$ cat src/rtl/multiplexor_afisaj_if.sv
// rtl/multiplexor_afisaj_if.sv - capture/blanking inputs and scanned digit outputs of the display scanner
interface multiplexor_afisaj_if;
    logic        load;
    logic [15:0] bcd_in;
    logic        blank_lz;
    logic [3:0]  digit_out;
    logic [3:0]  an;
    logic [1:0]  digit_idx;

    modport master (
        output load,
        output bcd_in,
        output blank_lz,
        input  digit_out,
        input  an,
        input  digit_idx
    );

    modport slave (
        input  load,
        input  bcd_in,
        input  blank_lz,
        output digit_out,
        output an,
        output digit_idx
    );
endinterface

$ cat src/rtl/multiplexor_afisaj.sv
// rtl/multiplexor_afisaj.sv - 4-digit multiplexed 7-segment scanner with leading-zero blanking
module multiplexor_afisaj #(
    parameter int DIV = 50000
) (
    input  logic                 clk,
    input  logic                 rst,
    multiplexor_afisaj_if.slave  bus
);
    localparam int PW = (DIV > 1) ? $clog2(DIV) : 1;
    localparam logic [PW-1:0] PRESC_LAST = PW'(DIV - 1);

    logic [15:0]   cap;
    logic [PW-1:0] presc;
    logic [1:0]    idx;

    always_ff @(posedge clk) begin
        if (rst) begin
            cap <= 16'h0000;
        end else if (bus.load) begin
            cap <= bus.bcd_in;
        end
    end

    // Prescaler wrap is the only event that moves the scan; load never touches it.
    always_ff @(posedge clk) begin
        if (rst) begin
            presc <= '0;
            idx   <= 2'd0;
        end else if (presc == PRESC_LAST) begin
            presc <= '0;
            idx   <= idx + 2'd1;
        end else begin
            presc <= presc + PW'(1);
        end
    end

    logic zero3, zero2, zero1;
    logic blank;
    logic [3:0] nibble;

    // Digit k is a leading zero when it and every more significant nibble are zero.
    always_comb begin
        zero3  = (cap[15:12] == 4'h0);
        zero2  = zero3 && (cap[11:8] == 4'h0);
        zero1  = zero2 && (cap[7:4] == 4'h0);
        nibble = cap[idx*4 +: 4];
        blank  = 1'b0;
        if (bus.blank_lz) begin
            case (idx)
                2'd1:    blank = zero1;
                2'd2:    blank = zero2;
                2'd3:    blank = zero3;
                default: blank = 1'b0;
            endcase
        end
    end

    assign bus.digit_idx = idx;
    assign bus.an        = ~(4'b0001 << idx);
    assign bus.digit_out = blank ? 4'hF : nibble;
endmodule

$ cat src/flat_wrapper.sv
// flat-port wrapper written by rule: the top's interface ports become plain ports
module multiplexor_afisaj_flat 
#(
    parameter int DIV = 50000
)
  (clk, rst, bus_load, bus_bcd_in, bus_blank_lz, bus_digit_out, bus_an, bus_digit_idx);
  multiplexor_afisaj_if bus_i ();
  input  logic clk;
  input  logic rst;
  input wire logic [$bits(bus_i.load)-1:0] bus_load;
  input wire logic [$bits(bus_i.bcd_in)-1:0] bus_bcd_in;
  input wire logic [$bits(bus_i.blank_lz)-1:0] bus_blank_lz;
  output wire logic [$bits(bus_i.digit_out)-1:0] bus_digit_out;
  output wire logic [$bits(bus_i.an)-1:0] bus_an;
  output wire logic [$bits(bus_i.digit_idx)-1:0] bus_digit_idx;
  assign bus_i.load = bus_load;
  assign bus_i.bcd_in = bus_bcd_in;
  assign bus_i.blank_lz = bus_blank_lz;
  assign bus_digit_out = bus_i.digit_out;
  assign bus_an = bus_i.an;
  assign bus_digit_idx = bus_i.digit_idx;
  multiplexor_afisaj #(.DIV(DIV)) u_core (.clk(clk), .rst(rst), .bus(bus_i));
endmodule
$ cat config.mk
export PLATFORM = sky130hd
export DESIGN_NAME = multiplexor_afisaj_flat
export DESIGN_NICKNAME = d
export VERILOG_FILES = /design/src/rtl/multiplexor_afisaj_if.sv /design/src/rtl/multiplexor_afisaj.sv /design/src/flat_wrapper.sv
export SDC_FILE = /design/constraint.sdc
export NUM_CORES = 1
export LEC_CHECK = 0
export ABC_CLOCK_PERIOD_IN_PS = 1700
export CAP_MARGIN = 10
export CORE_MARGIN = 8
export CORE_UTILIZATION = 40
export DETAILED_ROUTE_END_ITERATION = 10
export GPL_TIMING_DRIVEN = 0
export PLACE_DENSITY = 0.64
export SYNTH_ARGS = -nofsm -noshare
export SYNTH_HDL_FRONTEND = slang
export SYNTH_SLANG_ARGS = --single-unit
$ cat constraint.sdc
create_clock -name clk -period 1.7 [get_ports clk]
set_input_delay 0.255 -clock clk [delete_from_list [all_inputs] [get_ports clk]]
set_output_delay 0.255 -clock clk [all_outputs]
set_load 0.05 [all_outputs]
### After elaboration in Yosys (flattened, before gate mapping)

Index checks and enable logic that the tools add are counted.

* logic and storage cells: 21
* output and inout bits: 10
* register bits: 34
* input port bits: 20

* equality and inequality tests: 4
* add/subtract/negate cells: 2
* shift operators: 2
* mux-type cells: 3
* reductions and logical operators: 6
* bitwise operators: 1

Operators with widths (count)
* 16-bit by 1-bit adder with 16-bit output (second input constant): 1
* 16-bit equality test (second input constant): 1
* 16-bit by 5-bit variable part select with 4-bit output: 1
* 4-bit logical NOT: 3
* 2-bit equality test (second input constant): 2
* 4-bit two-way mux: 1
* 4-bit NOT: 1
* 1-bit by 2-bit left shift with 4-bit output (first input constant): 1
* 1-bit one-hot mux with 3 select lines: 1
* 2-bit by 1-bit adder with 2-bit output (second input constant): 1
* 2-bit by 1-bit equality test with 1-bit output (second input constant): 1
* 1-bit logical AND: 2
* 2-bit OR reduction: 1
* 1-bit two-way mux: 1

### Depth between registers and ports, before layout

Gate-level depths: netlist of run 1.

* depth after elaboration: 6
* gate-level depth with buffers: 7
* gate-level depth less buffers: 6

### Least setup slack after synthesis of run 1

OpenSTA, ideal clock, no wires.

* kind: register to output
* start: register u_core.idx[0], in the netlist u_core.bus.digit_idx[0]
* end: output bus_digit_out[0]
* required time: 1.445 ns
* cell stages (with the launch flop): 8
* arrival: 2.180 ns
* path buffers: 1
* setup slack: -0.735 ns
* cells stage by stage: dfxtp_1 > clkbuf_1 > inv_1 > ha_1 > nor2b_1 > nand3_1 > o21ai_0 > or2_1

* word-level cells in the longest chain between the ends: 4
* elaborated cells between the ends (all ways): 7
* those cells by class: eq/ne: 3; shift: 1; mux: 3

RTL lines
* start: declaration: line multiplexor_afisaj.sv:14 `logic [1:0] idx;`
* start signal: assignment: line multiplexor_afisaj.sv:31 `idx <= idx + 2'd1;`
* 2-bit equality test / 2-bit by 1-bit equality test with 1-bit output (equally long branches): line multiplexor_afisaj.sv:49 `case (idx)`
* 1-bit one-hot mux with 3 select lines: line multiplexor_afisaj.sv:49
* 1-bit two-way mux: line multiplexor_afisaj.sv:48 `if (bus.blank_lz) begin`
* 4-bit two-way mux (*): line multiplexor_afisaj.sv:60 `assign bus.digit_out = blank ? 4'hF : nibble;`
* end: declaration: line flat_wrapper.sv:13 `output wire logic [$bits(bus_i.digit_out)-1:0] bus_digit_out;`

Every way passes the cells marked *; elsewhere a longest branch is shown, timed or not.

### Worst setup path after layout of run 1

* start: register u_core.idx[0], in the netlist u_core.bus.digit_idx[0]
* end: output bus_digit_out[1]

Same word-level chain as after synthesis.

==> PnR_summary.wiki, run 1 <==
{| class="wikitable"
! Metric !! Value
|-
| Post-route antenna net violation count || 0
|-
| Clk network pwr share || 37.5%
|-
| Crit Reg-Reg Startpoint || u_core.presc[1]
|-
| Root buf cell || sky130_fd_sc_hd__clkbuf_8
|-
| Cell with the largest stage delay on the worst path || sky130_fd_sc_hd__mux4_2
|-
| Cell family with the largest share of critical-path delay || multiplexers
|-
| Final critical path time including I/O delays and setup || 1.95 ns
|-
| Endpoints failing hold || 0
|-
| Number of register bits inferred by synthesis || 34
|-
| CTS tree || done
|-
| Inst Count DP || 243
|-
| Clock-pin slew reported for the worst setup and hold paths after clock tree synthesis || 0.07 ns
|-
| Final period utilization || 114%
|-
| Library cell with the largest summed area after synthesis || sky130_fd_sc_hd__dfxtp_1
|-
| Number of distinct library cell variants in the gate-level netlist after synthesis || 32
|-
| Number of antenna violations at the first check in global routing || 0
|-
| Tot GR Track Use || between 10% and 20%
|-
| Failing checks || negative setup slack
|-
| Cell count after synthesis || 165
|-
| Average detailed-routed wire length per instance || 14.7 um
|-
| # IOs || 30
|-
| Share of total power in combinational logic || 11.5%
|-
| Number of iterations in the first detailed-routing pass || 4
|-
| Transition time at the pin with the least slew margin || between 0.5 and 0.6 ns
|-
| Portion of the post-synthesis area used by sequential elements || 40.2%
|-
| Leading cell types in the layout, fill and taps excluded || 31 x sky130_fd_sc_hd__dfxtp_1, 25 x sky130_fd_sc_hd__nor2_1, 18 x sky130_fd_sc_hd__clkdlybuf4s50_1
|-
| Worst Hold Launch || bus_load
|-
| Die height || 81.1 um
|-
| Cell internal pwr || 1.26 mW
|-
| Start point of the critical path || u_core.bus.digit_idx[0]
|-
| Most frequent standard cell in the layout excluding fill and tap cells || sky130_fd_sc_hd__dfxtp_1
|-
| Switching power of the nets || 0.408 mW
|-
| Number of warnings issued by yosys || 0
|-
| Post-synth design cell area || 1690 um2
|-
| Initial Util || between 40% and 50%
|-
| Insertion delay to the later sink of the worst-skew pair || 0.29 ns
|-
| Quantity of I/O buffers inserted on ports || 28
|-
| Largest buffer count on any clock path || 2
|-
| Nets || 229
|-
| Placeable core region || 4030 um2
|-
| Ranking of synthesized cells by area || sky130_fd_sc_hd__dfxtp_1 40%, sky130_fd_sc_hd__mux2i_1 10%, sky130_fd_sc_hd__xnor2_1 5.7%, sky130_fd_sc_hd__nor2_1 5.5%, sky130_fd_sc_hd__mux4_2 5.3%
|-
| HPWL after detailed placement || 2910 um
|-
| Number of setup violations in the final report || 4
|-
| Number of vias per cell || 5.02
|-
| Length in cells of the worst reg-to-reg path || 6
|-
| Switching power share of the total || 24.5%
|-
| Share of the synthesized area in the top cell type || between 40% and 50%
|-
| Run status || finished, violations left
|-
| Max Clk Rate || 514 MHz
|-
| Layout cells sized above 1 || 31.4%
|-
| Final antenna diode count || 0
|-
| Class of the tightest hold or removal check || input pin to flip-flop
|-
| Wire length reported by the detailed router || 3740 um
|-
| Pin count of the biggest net entering global routing || 12
|-
| Critical path start-end classification || flip-flop to output pin
|-
| Gr ovfl total || 0
|-
| Setup skew after layout || 0.00209 ns
|-
| Routability Congestion || 0.829
|-
| Leakage power summed over all cells || slightly above 0.9 nW
|-
| RSZ-0062 raised after global routing || true
|-
| Final max-slew violation count || 0
|-
| Hold path cells || 3
|-
| Die extent in x || around 81 um
|-
| Max-slew headroom at the worst pin || 65.9%
|-
| Capture instance of the worst register-to-register path || u_core.presc[14]
|-
| Max-cap violation count || 0
|-
| Worst slack, placed || -0.722 ns
|-
| Via count of the first global-routing pass || 1326
|-
| Crit Path Max Fanout || 5
|-
| Cell-by-cell listing of the critical path || clkbuf_16, mux4_2, or2_4, buf_8
|-
| Endpoint kind of the worst setup timing path || output pin
|-
| Iter 0 DRT Violations || 25
|-
| Avg Cell Area, Syn || 10.3 um2
|-
| Setup slack on the worst flop-to-flop path || 0.15 ns
|-
| Category of the worst setup path launch point || flip-flop
|-
| Sequential group share of total power || 51.0%
|-
| Areal power density over the cells || around 730 nW/um2
|-
| Number of buffer and inverter instances along the worst setup path || 2
|-
| Cts bufs inserted || 5
|-
| Worst Hold Endpoint || u_core.cap[3]
|-
| H-tree depth || 2
|-
| Signed area change from the synthesized netlist to the final layout || 34.0%
|-
| Final cell count without fillers || approximately 250
|-
| Final WS setup || -0.246 ns
|-
| Full die area || 6570 um2
|-
| Via count || 1274
|-
| Sinks on Clock Net || 34
|-
| Data required time of the worst path || approximately 1.4 ns
|-
| Peak VDD IR || 0.527 mV
|-
| Arrival time reported for the critical path endpoint || 1.69 ns
|-
| Biggest cell delay along the critical path || 0.49 ns
|-
| Synthesized net count || 191
|-
| First-pass GRT wire length || ~6200 um
|-
| Final routed DRC violation total || 0
|-
| Number of cell rows || 23
|}
-- power groups by stage --
stage / logic (mW) / registers (mW) / clock network, mW
3_3_place_gp: 0.178 / 0.864 / 0
2_1_floorplan: 0.113 / 0.857 / 0
4_1_cts: 0.193 / 0.849 / 0.649
6_report: 0.191 / 0.849 / 0.623
3_5_place_dp: 0.181 / 0.866 / 0
5_1_grt: 0.208 / 0.852 / 0.686
-- cell type report --
cell class	count	area [um2]
Fill cell	384	1760
Multi-Input combinational cell	115	1010
Sequential cell	34	689
Timing Repair Buffer	31	307
Clock buffer	6	82.6
Buffer	6	62.6
Tap cell	50	62.6
Inverter	10	45.0
Clock inverter	2	12.5
-- stage by stage --
stage / util (%) / area (um2) / total power [mW] / hold slack [ns] / setup TNS, ns
floorplan: - / 1740 / 0.970 / 0.402 / -0.0543
finish: 56.3 / 2270 / 1.66 / 0.363 / -0.955
CTS: 56.3 / 2270 / 1.69 / 0.360 / -1.01
global placement: 51.7 / 2080 / 1.04 / 0.475 / -3.49
global route: 56.3 / 2270 / 1.75 / 0.378 / -1.24
detailed placement: 51.7 / 2080 / 1.05 / 0.490 / -4.07
-- state kept, by name (all words and copies together), names as in the netlist --
signal                flops
u_core.presc             16
u_core.bus.digit_idx      2
u_core.cap               16
-- routing by layer --
layer | track usage (%) | vias up | share of wire [%]
li1 | - | 640 | -
met1 | 12.7 | 599 | 40
met2 | 21.9 | 27 | 51
met3 | 4.53 | 8 | 6.4
met4 | 5.89 | 0 | 1.7
met5 | 0 | - | 0
-- repair_timing --
item	CTS	global route
pin swaps	6	0
resized for setup	58	7
endpoints found under the setup margin	10	17
setup buffers	2	1
hold buffers	0	0
-- how the worst max path moves through the flow --
stage,endpoint,depth (start not counted)
after floorplan,bus_digit_out[0],7
after global placement,bus_digit_out[1],6
after detailed placement,bus_digit_out[1],6
after CTS,bus_digit_out[1],4
after global routing,bus_digit_out[2],8
final,bus_digit_out[1],4
-- Yosys cell counts --
| master | n |
|---|---|
| sky130_fd_sc_hd__mux4_2 | 4 |
| sky130_fd_sc_hd__nand4_1 | 2 |
| sky130_fd_sc_hd__nor4_1 | 3 |
| sky130_fd_sc_hd__clkbuf_1 | 2 |
| sky130_fd_sc_hd__buf_12 | 1 |
| sky130_fd_sc_hd__xnor2_1 | 11 |
| sky130_fd_sc_hd__buf_1 | 1 |
| sky130_fd_sc_hd__and4bb_2 | 1 |
| sky130_fd_sc_hd__nor3_1 | 4 |
| sky130_fd_sc_hd__or2_1 | 4 |
| sky130_fd_sc_hd__xor2_1 | 4 |
| sky130_fd_sc_hd__ha_1 | 6 |
| sky130_fd_sc_hd__inv_1 | 10 |
| sky130_fd_sc_hd__nor4_4 | 1 |
| sky130_fd_sc_hd__buf_2 | 2 |
| sky130_fd_sc_hd__nor2b_1 | 1 |
| sky130_fd_sc_hd__and3_1 | 1 |
| sky130_fd_sc_hd__nor4b_2 | 1 |
| sky130_fd_sc_hd__nand4_4 | 1 |
| sky130_fd_sc_hd__and4_1 | 1 |
| sky130_fd_sc_hd__dfxtp_1 | 34 |
| sky130_fd_sc_hd__nor2_1 | 25 |
| sky130_fd_sc_hd__a21oi_1 | 1 |
| sky130_fd_sc_hd__nand2_1 | 1 |
| sky130_fd_sc_hd__nor2_2 | 10 |
| sky130_fd_sc_hd__mux2i_1 | 17 |
| sky130_fd_sc_hd__o21ai_0 | 1 |
| sky130_fd_sc_hd__and4bb_1 | 1 |
| sky130_fd_sc_hd__nand3_1 | 8 |
| sky130_fd_sc_hd__nor4_2 | 2 |
| sky130_fd_sc_hd__nand2b_4 | 1 |
| sky130_fd_sc_hd__nand4_2 | 3 |
-- worst reg2reg max path: cells and delay by family, from the launching register on --
family	cells	cell delay, ns
fa+ha+maj	1	0.23
buf+inv	1	0.15
flops	1	0.39
simple gates	4	0.68
-- cells by family after synthesis --
| family | synth area share, % |
|---|---|
| AOI/OAI and AO/OA | 0.591 |
| adders and majority gates | 4.43 |
| buffers and inverters | 4.66 |
| DFF | 40.2 |
| and+or+nand+nor | 27.0 |
| xor gates and xnor gates | 7.76 |
| muxes | 15.4 |
No activity file was read; power rests on OpenSTA's default activity.
==> run 2: changes to the inputs <==
MAX_ROUTING_LAYER = met4   (was unset)
==> PnR_summary.wiki, run 2 (synthesis gave the netlist of run 1 again) <==
{| class="wikitable"
! Metric !! Value
|-
| Final WS setup || -0.246 ns (about the same)
|-
| Final critical path time including I/O delays and setup || 1.95 ns (about the same)
|-
| Transition time at the pin with the least slew margin || 0.514 ns (was 0.513 ns)
|-
| Final cell count without fillers || 254 (unchanged)
|-
| Total power consumption of the routed design || 1.66 mW (about the same)
|-
| CTS tree || done (unchanged)
|-
| Cts bufs inserted || 5 (unchanged)
|-
| Wire length reported by the detailed router || 3740 um (unchanged)
|-
| Inst Count DP || 243 (unchanged)
|-
| Max Clk Rate || 514 MHz (about the same)
|-
| Post-route antenna net violation count || 0 (unchanged)
|-
| Arrival time reported for the critical path endpoint || 1.69 ns (about the same)
|-
| Filler cell count || 384 (unchanged)
|-
| First-pass GRT wire length || 6200 um (was 6190 um)
|-
| Largest buffer count on any clock path || 2 (unchanged)
|-
| Signed area change from the synthesized netlist to the final layout || 34.0% (unchanged)
|-
| Worst Hold Launch || bus_load (unchanged)
|-
| Quantity of I/O buffers inserted on ports || 28 (unchanged)
|-
| Clock-pin slew reported for the worst setup and hold paths after clock tree synthesis || 0.07 ns (about the same)
|-
| Critical path start-end classification || flip-flop to output pin (unchanged)
|-
| Final routed DRC violation total || 0 (unchanged)
|-
| Final antenna diode count || 0 (unchanged)
|-
| Final period utilization || 114% (about the same)
|-
| Number of iterations in the first detailed-routing pass || 4 (unchanged)
|-
| Full die area || 6570 um2 (unchanged)
|-
| Iter 0 DRT Violations || 27 (was 25)
|-
| Category of the worst setup path launch point || flip-flop (unchanged)
|-
| Hold bufs inserted after CTS || 0 (unchanged)
|-
| Capture instance of the worst register-to-register path || u_core.presc[14] (unchanged)
|-
| End-of-flow core utilization || 56.3% (unchanged)
|-
| Length in cells of the worst reg-to-reg path || 6 (unchanged)
|-
| Nets || 229 (unchanged)
|-
| Number of setup violations in the final report || 4 (unchanged)
|-
| Endpoints failing hold || 0 (unchanged)
|-
| Insertion delay to the later sink of the worst-skew pair || 0.29 ns (about the same)
|-
| Layout cells sized above 1 || 31.4% (unchanged)
|-
| Sequential cell area in the final layout || 689 um2 (unchanged)
|-
| Via count of the first global-routing pass || 1327 (was 1326)
|-
| Most frequent standard cell in the layout excluding fill and tap cells || sky130_fd_sc_hd__dfxtp_1 (unchanged)
|-
| Setup slack on the worst flop-to-flop path || 0.15 ns (about the same)
|-
| Crit Path Max Fanout || 5 (unchanged)
|-
| Max-cap violation count || 0 (unchanged)
|-
| Initial Util || 42.0% (unchanged)
|-
| Worst Hold Endpoint || u_core.cap[3] (unchanged)
|-
| Class of the tightest hold or removal check || input pin to flip-flop (unchanged)
|-
| Number of cell rows || 23 (unchanged)
|-
| Sinks on Clock Net || 34 (unchanged)
|-
| Endpoint kind of the worst setup timing path || output pin (unchanged)
|-
| Die height || 81.1 um (unchanged)
|-
| Peak VDD IR || 0.527 mV (about the same)
|-
| Area used by multi-input combinational logic || 1010 um2 (unchanged)
|-
| RSZ-0062 raised after global routing || true (unchanged)
|-
| Average detailed-routed wire length per instance || 14.7 um (unchanged)
|-
| Die extent in x || 81.1 um (unchanged)
|-
| Leakage power summed over all cells || 0.915 nW (unchanged)
|-
| Areal power density over the cells || 734 nW/um2 (was 733 nW/um2)
|-
| Number of antenna violations at the first check in global routing || 0 (unchanged)
|-
| # IOs || 30 (unchanged)
|-
| Gr ovfl total || 0 (unchanged)
|-
| Hold path cells || 3 (unchanged)
|-
| Max-slew headroom at the worst pin || 65.9% (about the same)
|-
| Root buf cell || sky130_fd_sc_hd__clkbuf_8 (unchanged)
|-
| Number of vias per cell || 5.04 (was 5.02)
|-
| Setup skew after layout || 0.00209 ns (about the same)
|-
| Routability Congestion || 0.842 (was 0.829)
|-
| Final max-slew violation count || 0 (unchanged)
|-
| Placeable core region || 4030 um2 (unchanged)
|-
| Post-placement cell area || 2080 um2 (unchanged)
|-
| Pin count of the biggest net entering global routing || 12 (unchanged)
|-
| Leading cell types in the layout, fill and taps excluded || 31 x sky130_fd_sc_hd__dfxtp_1, 25 x sky130_fd_sc_hd__nor2_1, 18 x sky130_fd_sc_hd__clkdlybuf4s50_1 (unchanged)
|-
| Data required time of the worst path || 1.44 ns (about the same)
|-
| HPWL after detailed placement || 2910 um (unchanged)
|-
| Run status || finished, violations left (unchanged)
|-
| Tot GR Track Use || 12.8% (was 12.4%)
|-
| H-tree depth || 2 (unchanged)
|-
| Via count || 1279 (was 1274)
|-
| Final instance area || 2270 um2 (unchanged)
|-
| Crit Reg-Reg Startpoint || u_core.presc[1] (unchanged)
|-
| Failing checks || negative setup slack (unchanged)
|}
-- run 2: cell counts in the layout (fill, tap and decap cells not counted) --
Identical to the previous run, type by type.
-- run 2: worst max-delay path by stage --
| stage | startpoint | endpoint | slack (ns) | cells past startpoint |
|---|---|---|---|---|
| finish | u_core.bus.digit_idx[0] | bus_digit_out[1] | -0.25 | 4 |
| global route | u_core.bus.digit_idx[0] | bus_digit_out[2] | -0.31 | 8 |
| CTS | u_core.bus.digit_idx[0] | bus_digit_out[1] | -0.26 | 4 |
| floorplan | u_core.bus.digit_idx[0] | bus_digit_out[0] | -0.01 | 7 |
| detailed placement | bus_blank_lz | bus_digit_out[1] | -0.72 | 6 |
| global placement | bus_blank_lz | bus_digit_out[1] | -0.70 | 6 |
-- run 2: layout make-up --
type	count	share of cell area, %
inverters	10	1.99
plain buffers	6	2.76
flip-flops and latches	34	30.4
multi-input cells	115	44.4
clock inverters	2	0.552
well taps	50	2.76
repair buffers	31	13.5
clock buffers	6	3.64
-- run 2: power by group --
| group | switching (mW) | internal, mW |
|---|---|---|
| clock | 0.299 | 0.325 |
| combinational | 0.0834 | 0.108 |
| sequential | 0.0268 | 0.822 |
-- run 2: critical path, stage by stage, from the launching register on --
cell and delay [ns]:
sky130_fd_sc_hd__dfxtp_4 0.37, sky130_fd_sc_hd__clkbuf_16 0.15, sky130_fd_sc_hd__mux4_2 0.49, sky130_fd_sc_hd__or2_4 0.25, sky130_fd_sc_hd__buf_8 0.15
-- run 2: repair_timing --
| item | in CTS | in global routing |
|---|---|---|
| endpoints found under the hold margin | 0 | 0 |
| pin swaps | 6 | 0 |
| setup endpoints to repair | 10 | 17 |
| setup buffers | 2 | 1 |
| resized for setup | 58 | 7 |
-- run 2: metal layers --
layer | vias up | global-route usage (%) | part of all wire, %
met2 | 31 | 21.8 | 51
met1 | 601 | 12.8 | 40
met5 | - | - | 0
li1 | 639 | - | -
met4 | 0 | 5.89 | 1.7
met3 | 8 | 4.53 | 6.8
-- run 2: stage by stage --
stage	setup TNS [ns]	worst slack (ns)	hold slack, ns
floorplan	-0.0543	-0.0136	0.402
global placement	-3.49	-0.701	0.475
detailed placement	-4.07	-0.722	0.490
CTS	-1.01	-0.260	0.360
global route	-1.24	-0.312	0.376
finish	-0.955	-0.246	0.362
